### src/rtl/apu_pkg.sv
// Shared APU definitions: register addresses, length-counter table, triangle sequence.
// Pure constants and functions; no latency, no flow control.
// Imported by every APU channel.
package apu_pkg;

    localparam logic [1:0] REG_4008 = 2'd0;
    localparam logic [1:0] REG_4009 = 2'd1;
    localparam logic [1:0] REG_400A = 2'd2;
    localparam logic [1:0] REG_400B = 2'd3;

    function automatic logic [7:0] length_lookup(input logic [4:0] idx);
        logic [7:0] val;
        case (idx)
            5'd0:  val = 8'd10;   5'd1:  val = 8'd254;
            5'd2:  val = 8'd20;   5'd3:  val = 8'd2;
            5'd4:  val = 8'd40;   5'd5:  val = 8'd4;
            5'd6:  val = 8'd80;   5'd7:  val = 8'd6;
            5'd8:  val = 8'd160;  5'd9:  val = 8'd8;
            5'd10: val = 8'd60;   5'd11: val = 8'd10;
            5'd12: val = 8'd14;   5'd13: val = 8'd12;
            5'd14: val = 8'd26;   5'd15: val = 8'd14;
            5'd16: val = 8'd12;   5'd17: val = 8'd16;
            5'd18: val = 8'd24;   5'd19: val = 8'd18;
            5'd20: val = 8'd48;   5'd21: val = 8'd20;
            5'd22: val = 8'd96;   5'd23: val = 8'd22;
            5'd24: val = 8'd192;  5'd25: val = 8'd24;
            5'd26: val = 8'd72;   5'd27: val = 8'd26;
            5'd28: val = 8'd16;   5'd29: val = 8'd28;
            5'd30: val = 8'd32;   default: val = 8'd30;
        endcase
        return val;
    endfunction

    // Steps 0..15 descend 15..0, steps 16..31 ascend 0..15.
    function automatic logic [3:0] tri_seq(input logic [4:0] step);
        return step[4] ? step[3:0] : ~step[3:0];
    endfunction

endpackage

### src/rtl/apu_length_counter.sv
// APU length counter: table load, halt, enable clear, half-frame decrement.
// Latency: load/decrement visible on length one edge after the strobe.
// Backpressure: none; strobes are single-cycle enables and never stall.
module apu_length_counter
    import apu_pkg::*;
(
    input  logic       clk,
    input  logic       reset,
    input  logic       enable,
    input  logic       load,
    input  logic [4:0] load_idx,
    input  logic       halt,
    input  logic       half_frame,
    output logic [7:0] length
);

    logic [7:0] length_q;
    logic [7:0] length_d;

    // Disable beats load beats decrement, so a coincident load drops the tick.
    always_comb begin
        length_d = length_q;
        if (!enable)
            length_d = 8'd0;
        else if (load)
            length_d = length_lookup(load_idx);
        else if (half_frame && !halt && (length_q != 8'd0))
            length_d = length_q - 8'd1;
    end

    always_ff @(posedge clk) begin
        if (reset)
            length_q <= 8'd0;
        else
            length_q <= length_d;
    end

    assign length = length_q;

endmodule

### src/rtl/triangle_channel.sv
// NES APU triangle channel: period timer, 32-step sequencer, linear and length counters.
// Latency: tr_out/length_active registered, one cycle behind step/length.
// Backpressure: none; all strobes are single-cycle enables.
module triangle_channel
    import apu_pkg::*;
#(
    parameter int TIMER_W = 11
) (
    input  logic       clk,
    input  logic       reset,
    input  logic       cpu_tick,
    input  logic       quarter_frame,
    input  logic       half_frame,
    input  logic       reg_wr,
    input  logic [1:0] reg_addr,
    input  logic [7:0] reg_data,
    input  logic       enable,
    output logic [3:0] tr_out,
    output logic       length_active
);

    logic               ctrl_q, ctrl_d;
    logic [6:0]         lin_reload_val_q, lin_reload_val_d;
    logic               lin_reload_flag_q, lin_reload_flag_d;
    logic [6:0]         linear_q, linear_d;
    logic [TIMER_W-1:0] period_q, period_d;
    logic [TIMER_W-1:0] timer_q, timer_d;
    logic [4:0]         step_q, step_d;
    logic [3:0]         tr_out_q, tr_out_d;
    logic               length_active_q, length_active_d;

    logic       wr_4008, wr_400a, wr_400b;
    logic       seq_run;
    logic [7:0] length;

    assign wr_4008 = reg_wr && (reg_addr == REG_4008);
    assign wr_400a = reg_wr && (reg_addr == REG_400A);
    assign wr_400b = reg_wr && (reg_addr == REG_400B);

    apu_length_counter u_len (
        .clk        (clk),
        .reset      (reset),
        .enable     (enable),
        .load       (wr_400b),
        .load_idx   (reg_data[7:3]),
        .halt       (ctrl_q),
        .half_frame (half_frame),
        .length     (length)
    );

    // Periods below 2 are ultrasonic; freezing the step avoids a DC pop.
    assign seq_run = (linear_q != 7'd0) && (length != 8'd0) &&
                     (period_q >= TIMER_W'(2));

    always_comb begin
        ctrl_d            = ctrl_q;
        lin_reload_val_d  = lin_reload_val_q;
        lin_reload_flag_d = lin_reload_flag_q;
        linear_d          = linear_q;
        period_d          = period_q;
        timer_d           = timer_q;
        step_d            = step_q;

        if (wr_4008) begin
            ctrl_d           = reg_data[7];
            lin_reload_val_d = reg_data[6:0];
        end
        if (wr_400a)
            period_d[7:0] = reg_data;
        if (wr_400b)
            period_d[TIMER_W-1:8] = reg_data[TIMER_W-9:0];

        if (quarter_frame) begin
            if (lin_reload_flag_q)
                linear_d = lin_reload_val_q;
            else if (linear_q != 7'd0)
                linear_d = linear_q - 7'd1;
            if (!ctrl_q)
                lin_reload_flag_d = 1'b0;
        end
        // The write sets the flag after the quarter-frame update used the old one.
        if (wr_400b)
            lin_reload_flag_d = 1'b1;

        if (cpu_tick) begin
            if (timer_q == '0) begin
                timer_d = period_q;
                if (seq_run)
                    step_d = step_q + 5'd1;
            end else begin
                timer_d = timer_q - TIMER_W'(1);
            end
        end

        tr_out_d        = tri_seq(step_q);
        length_active_d = (length != 8'd0);
    end

    always_ff @(posedge clk) begin
        if (reset) begin
            ctrl_q            <= 1'b0;
            lin_reload_val_q  <= 7'd0;
            lin_reload_flag_q <= 1'b0;
            linear_q          <= 7'd0;
            period_q          <= '0;
            timer_q           <= '0;
            step_q            <= 5'd0;
            tr_out_q          <= 4'd0;
            length_active_q   <= 1'b0;
        end else begin
            ctrl_q            <= ctrl_d;
            lin_reload_val_q  <= lin_reload_val_d;
            lin_reload_flag_q <= lin_reload_flag_d;
            linear_q          <= linear_d;
            period_q          <= period_d;
            timer_q           <= timer_d;
            step_q            <= step_d;
            tr_out_q          <= tr_out_d;
            length_active_q   <= length_active_d;
        end
    end

    assign tr_out        = tr_out_q;
    assign length_active = length_active_q;

endmodule

### config.mk
export PLATFORM = sky130hd
export DESIGN_NAME = triangle_channel
export DESIGN_NICKNAME = d
export VERILOG_FILES = /design/src/rtl/apu_pkg.sv /design/src/rtl/apu_length_counter.sv /design/src/rtl/triangle_channel.sv
export SDC_FILE = /design/constraint.sdc
export NUM_CORES = 1
export LEC_CHECK = 0
export BUFFER_PORTS_ARGS = -buffer_cell sky130_fd_sc_hd__buf_2
export CAP_MARGIN = 0
export CELL_PAD_IN_SITES_DETAIL_PLACEMENT = 0
export CELL_PAD_IN_SITES_GLOBAL_PLACEMENT = 1
export CORE_UTILIZATION = 45
export CTS_CLUSTER_SIZE = 12
export DETAILED_ROUTE_END_ITERATION = 10
export PLACE_DENSITY_LB_ADDON = 0.3
export SETUP_SLACK_MARGIN = 0.05
export SYNTH_ARGS = -nofsm -noshare
export SYNTH_HDL_FRONTEND = slang
export SYNTH_SLANG_ARGS = --single-unit
### constraint.sdc
create_clock -name clk -period 2.8 [get_ports clk]
set_input_delay 0 -clock clk [delete_from_list [all_inputs] [get_ports clk]]
set_output_delay 0 -clock clk [all_outputs]
set_load 0.005 [all_outputs]
==> flow_summary.json, run 1 <==
{
  "rsz0062_at_grt": "false",
  "overflow": 0,
  "antenna_found_initial": 0,
  "rr_worst_depth": 6,
  "routed_wl_um": 6610,
  "cts.path.max_buffers": 2,
  "synthTopCellsByArea": "dfxtp_1 37%, mux2i_1 6.2%, a21oi_1 5.4%, nor2_1 5.3%, ha_1 4.5%",
  "post_cts_buffers": 0,
  "initial_core_util_pct": 47.4,
  "fp.coreArea_sq_um": 6420,
  "postRouteAntennaNets": 0,
  "worst_pin_slew_ps": 616,
  "yosysSeqAreaShare_pct": 36.8,
  "slew_headroom_pct": 58.6,
  "clkTransAtPathRegs_ps": 100,
  "synth_top_family_by_area": "simple AND/OR/NAND/NOR gates",
  "grt_max_degree": 55,
  "synth_flop_cell": "dfxtp_1",
  "postLayoutCoreUtil_pct": 51.7,
  "syn_inst": 362,
  "die-area_sq_um": 7100,
  "first_pass_iters": 7,
  "vdd_drop_max_mv": 0.289,
  "rows": 29,
  "final_cell_mix": "56 x dfxtp_1, 43 x nor2_1, 33 x a21oi_1, 25 x nand2_1, 21 x buf_2",
  "worstHoldPathCells": 3,
  "hp-class": "in2reg",
  "numCtsBuffers": 5,
  "critPathRequiredTime_ps": 3000,
  "timing.critical_path.fanout_max": 6,
  "io_buffers": 21,
  "die_w_um": 84.3,
  "diodes": 0,
  "synth.distinct_cells": 56,
  "synth_compound_area_share_pct": 16.9,
  "r2r_end": "step_q[2]",
  "drive_above_1_share_pct": 11.5,
  "root_buffer": "clkbuf_8",
  "use_met2_pct": 32.0,
  "path_class": "reg2reg",
  "drt-initial-drc-count": 87,
  "synth_edf_count": 0,
  "violations": "DRC",
  "ys_warn_count": 0,
  "synth_area_leader_cell": "dfxtp_1",
  "syn2layout_area_growth_pct": 9.17,
  "outcome": "finished, violations left",
  "tns_ps": 0,
  "worstSetupStartpointType": "flop",
  "stdcell_area_sq_um": 3320,
  "grt_util_met1_pct": 26.8,
  "place_area_sq_um": 3210,
  "final_max_slew_viol_count": 0,
  "setup-violations-final": 0,
  "synth-xor-area-share_pct": 2.59,
  "fmax_ghz": 0.453,
  "hp-start": "quarter_frame",
  "cts_tree": "built",
  "synthAdderAreaFrac_pct": 4.52,
  "finalCritPeriodShare_pct": 78.9,
  "syn_area_sq_um": 3040,
  "clock_latency_ps": 310,
  "io_pins": 22,
  "drc": 2,
  "synth_seq_cells": 56,
  "gr-usage-met3_pct": 2.56,
  "fin_crit_ps": 2210,
  "final_common_cell": "dfxtp_1",
  "grt_use_total_pct": 19.6,
  "synth_top_area_share_pct": 36.8,
  "post_drt_via_cell_ratio": 5.71,
  "h-tree-depth": 2,
  "wire_per_inst_um": 14.4,
  "fin_cells": 458,
  "placed_cells": 447,
  "synth_nets": 390,
  "drv_cap": 0,
  "p_leak_uw": 0.00130,
  "num_vias": 2614,
  "gp_congestion": 0.811,
  "grt_pass1_wl_um": 11200,
  "fin_skew_ps": 15.0,
  "cp.arrival_ps": 2410,
  "worstReg2RegStart": "timer_q[0]",
  "die_h_um": 84.3,
  "reg2reg_slack_ps": 590,
  "cts_num_sinks": 56,
  "final_hold_viol_count": 0,
  "synth.area.mux_share_pct": 9.58,
  "syn_area_per_cell_sq_um": 8.41,
  "synth-simple-area-share_pct": 24.9,
  "synthArstFlopShare_pct": 0,
  "power_density_nw_per_um2": 768,
  "grt-busiest-layer": "met2",
  "nets": 408,
  "whs_endpoint": "linear_q[5]",
  "place_hpwl_um": 4730,
  "cp-end-kind": "flop",
  "grt_pass1_vias": 2402
}
area by class of cell:
class / instances / area [sq um]
inverter: 18 / 67.6
clock buffer: 7 / 76.3
clock inverter: 1 / 8.76
timing repair buffer: 29 / 173
tap: 77 / 96.3
multi-input combinational: 270 / 1780
fill: 663 / 3100
sequential: 56 / 1120
synth_stat cells (2+ instances only):
| cell type | n |
|---|---|
| nand2_1 | 25 |
| a21oi_1 | 33 |
| nor4_1 | 8 |
| a32oi_1 | 2 |
| buf_1 | 3 |
| nor2_1 | 43 |
| nand3b_1 | 4 |
| a211oi_1 | 6 |
| nand4b_1 | 2 |
| mux2i_1 | 19 |
| nand3_1 | 5 |
| o32ai_1 | 2 |
| nand4_1 | 2 |
| nor3b_1 | 4 |
| clkbuf_1 | 14 |
| or2_2 | 2 |
| nand2b_1 | 8 |
| o31ai_1 | 5 |
| mux2_1 | 4 |
| or4_1 | 4 |
| and3_1 | 2 |
| a311oi_1 | 3 |
| or3_1 | 2 |
| dfxtp_1 | 56 |
| or3b_1 | 2 |
| xnor2_1 | 5 |
| ha_1 | 11 |
| o21ai_0 | 16 |
| inv_1 | 18 |
| nor2b_1 | 8 |
| a32o_1 | 2 |
| o22ai_1 | 3 |
| xor2_1 | 4 |
| nor3_1 | 11 |
| mux2_2 | 3 |
power by group:
group          internal, uW  switching [uW]
Clock                   180             261
Combinational           483             569
Sequential              920             140
flip-flops by register name, summed over array words and instances, names as in the netlist, 4 cells and up:
signal and flops:
lin_reload_val_q 7, linear_q 7, period_q 11, step_q 5, timer_q 11, tr_out 4, u_len.length 8
metrics by stage:
step	total power [uW]	setup slack, ps	hold slack [ps]
after floorplan	1890	801	136
after detailed placement	2120	621	282
after global routing	2760	444	29.3
after CTS	2570	559	5.11
after global placement	2120	686	280
final	2550	590	11.4
worst max-delay path, stage by stage (launching register included):
cell       delay (ps)
dfxtp_1           350
inv_1              80
ha_1              180
nand4bb_1         240
or3b_1            540
nor4_1            350
mux2_1            360
worst max path at each step:
stage,from,end,slack (ps),depth (start not counted)
2_1_floorplan,timer_q[0],step_q[2],800,7
5_1_grt,timer_q[0],timer_q[7],440,6
4_1_cts,timer_q[0],step_q[2],560,6
6_report,timer_q[0],step_q[2],590,6
3_3_place_gp,timer_q[0],step_q[4],690,6
3_5_place_dp,timer_q[0],step_q[2],620,6
kinds of logic (layout without fill, tap and decap cells):
family | Yosys count | in the layout
XOR/XNOR | 9 | 9
multiplexers | 27 | 27
flip-flops | 56 | 56
buffers and inverters | 36 | 55
AO/OA/AOI/OAI | 82 | 82
AND/OR/NAND/NOR | 141 | 141
adder cells (fa/ha/maj) | 11 | 11
routing by layer:
layer / part of all wire [%] / wire length (um)
met1: 52 / 3470
met2: 44 / 2900
met3: 2.3 / 149
met4: 1.4 / 95
met5: 0 / 0
timing repair:
item	4_1_cts	5_1_grt
gates resized for setup	0	0
hold buffers	3	0
endpoints found under the hold margin	9	0
(Power assumes the default switching activity.)
==> run 2: changes to the inputs <==
- clock period: 2.8 -> 2.1 ns (I/O delays scaled with it)
==> run 2 against run 1 <==
Against the previous run:
- the run still ends with DRC left
- maximum frequency increased by 12%
- final cell count increased by 2.8%
- via count increased by 2.5%
- utilization increased by 2.0 points
- clock skew increased by 4.3 ps
- clock-buffer cell count decreased by 2
- first-iteration DRC count increased by 43%
- worst setup slack got worse by 470 ps
- register-to-register slack got worse by 470 ps
- die area unchanged
- largest power group is now combinational logic
==> flow_summary.json, run 2 (synthesis results as in run 1) <==
{
  "tns_ps": 0,
  "path_class": "reg2reg",
  "rsz0062_at_grt": "true",
  "io_pins": 22,
  "routed_wl_um": 7000,
  "numCtsBuffers": 5,
  "initial_core_util_pct": 47.4,
  "die_h_um": 84.3,
  "p_leak_uw": 0.00137,
  "diodes": 0,
  "final_common_cell": "dfxtp_1",
  "grt_pass1_vias": 2458,
  "cp-end-kind": "flop",
  "cp.arrival_ps": 2200,
  "syn2layout_area_growth_pct": 13.4,
  "drt-initial-drc-count": 124,
  "vdd_drop_max_mv": 0.419,
  "die_w_um": 84.3,
  "first_pass_iters": 7,
  "cts_num_sinks": 56,
  "violations": "DRC",
  "worst_pin_slew_ps": 615,
  "critPathRequiredTime_ps": 2320,
  "final_max_slew_viol_count": 0,
  "post_cts_buffers": 0,
  "timing.critical_path.fanout_max": 6,
  "h-tree-depth": 2,
  "outcome": "finished, violations left",
  "finalCritPeriodShare_pct": 94.3,
  "hp-class": "in2reg",
  "num_vias": 2680,
  "nets": 421,
  "crit_slowest_cell": "or3b_4",
  "die-area_sq_um": 7100,
  "grt_use_total_pct": 20.6,
  "io_buffers": 21,
  "root_buffer": "clkbuf_8",
  "place_hpwl_um": 5090,
  "fin_skew_ps": 19.3,
  "final_cell_mix": "56 x dfxtp_1, 43 x nor2_1, 33 x a21oi_1, 25 x nand2_1, 21 x buf_2",
  "fmax_ghz": 0.505,
  "worstSetupStartpointType": "flop",
  "cts_tree": "built",
  "cts.path.max_buffers": 2,
  "slew_headroom_pct": 58.9,
  "post_drt_via_cell_ratio": 5.69,
  "fin_crit_ps": 1980,
  "setup-violations-final": 0,
  "max_stage_delay_ps": 450,
  "wire_per_inst_um": 14.9,
  "antenna_found_initial": 0,
  "rows": 29,
  "final_hold_viol_count": 0,
  "power_density_nw_per_um2": 1060,
  "fp.coreArea_sq_um": 6420,
  "drc": 2,
  "gp_congestion": 0.796,
  "overflow": 0,
  "drive_above_1_share_pct": 15.7,
  "grt_pass1_wl_um": 11800,
  "clkTransAtPathRegs_ps": 120,
  "clock_latency_ps": 320,
  "grt_max_degree": 21,
  "postLayoutCoreUtil_pct": 53.7,
  "crit_chain": "inv_1, ha_1, nand4bb_1, or3b_4, nor4_1, mux2_1",
  "drv_cap": 0,
  "postRouteAntennaNets": 0
}
run 2: changes by cell type in the layout (fill, tap and decap cells not counted), sizes merged:
cell	previous run	this run
buf	26	38
clkbuf	7	5
clkinvlp	0	1
dlygate4sd3	3	4
inv	18	19
run 2: critical path: cells and delay by family, from the launching register on:
kind          cells  cell delay (ps)
flops             1              360
fa+ha+maj         1              180
buf+inv           1               90
simple gates      3              900
mux               1              350
run 2: path summary, 6_finish.rpt:
check / from / endpoint / slack [ps] / cells past startpoint
min: quarter_frame / linear_q[5] / 10 / 3
max reg2reg: timer_q[0] / step_q[3] / 120 / 6
min reg2reg: period_q[9] / period_q[9] / 480 / 2
max: timer_q[0] / step_q[3] / 120 / 6
run 2: layout make-up:
cell class | count | area, sq um
well taps | 77 | 96.3
flip-flops and latches | 56 | 1120
clock inverters | 3 | 27.5
repair buffers | 42 | 273
multi-input cells | 270 | 1800
clock buffers | 5 | 68.8
inverters | 18 | 67.6
fillers | 632 | 2970
run 2: routing by layer:
metal / up-vias / wire, um / GRT usage, %
met3: 6 / 171 / 2.95
met4: 0 / 51 / 4.70
met2: 43 / 3120 / 33.6
li1: 1362 / - / -
met1: 1269 / 3650 / 28.9
met5: - / 0 / 0
run 2: through the flow:
| stage | instances | hold slack, ps | setup slack, ps | instance area (sq um) | total power [uW] |
|---|---|---|---|---|---|
| 2_1_floorplan | 362 | 136 | 101 | 3040 | 2520 |
| 3_3_place_gp | 459 | 278 | 96.1 | 3300 | 2980 |
| 3_5_place_dp | 459 | 292 | 67.8 | 3300 | 3010 |
| 4_1_cts | 471 | 9.04 | 54.6 | 3430 | 3650 |
| 5_1_grt | 471 | 25.8 | 25.4 | 3450 | 3930 |
| 6_report | 471 | 14.4 | 119 | 3450 | 3670 |
run 2: power by group:
group / total (uW) / internal, uW / switching, uW
clock: 631 / 246 / 385
combinational: 1680 / 793 / 884
sequential: 1360 / 1230 / 138
run 2: repair_timing:
item,in CTS,in global routing
setup endpoints to repair,0,5
endpoints found under the hold margin,10,0
resized for setup,0,4
hold buffers,4,0
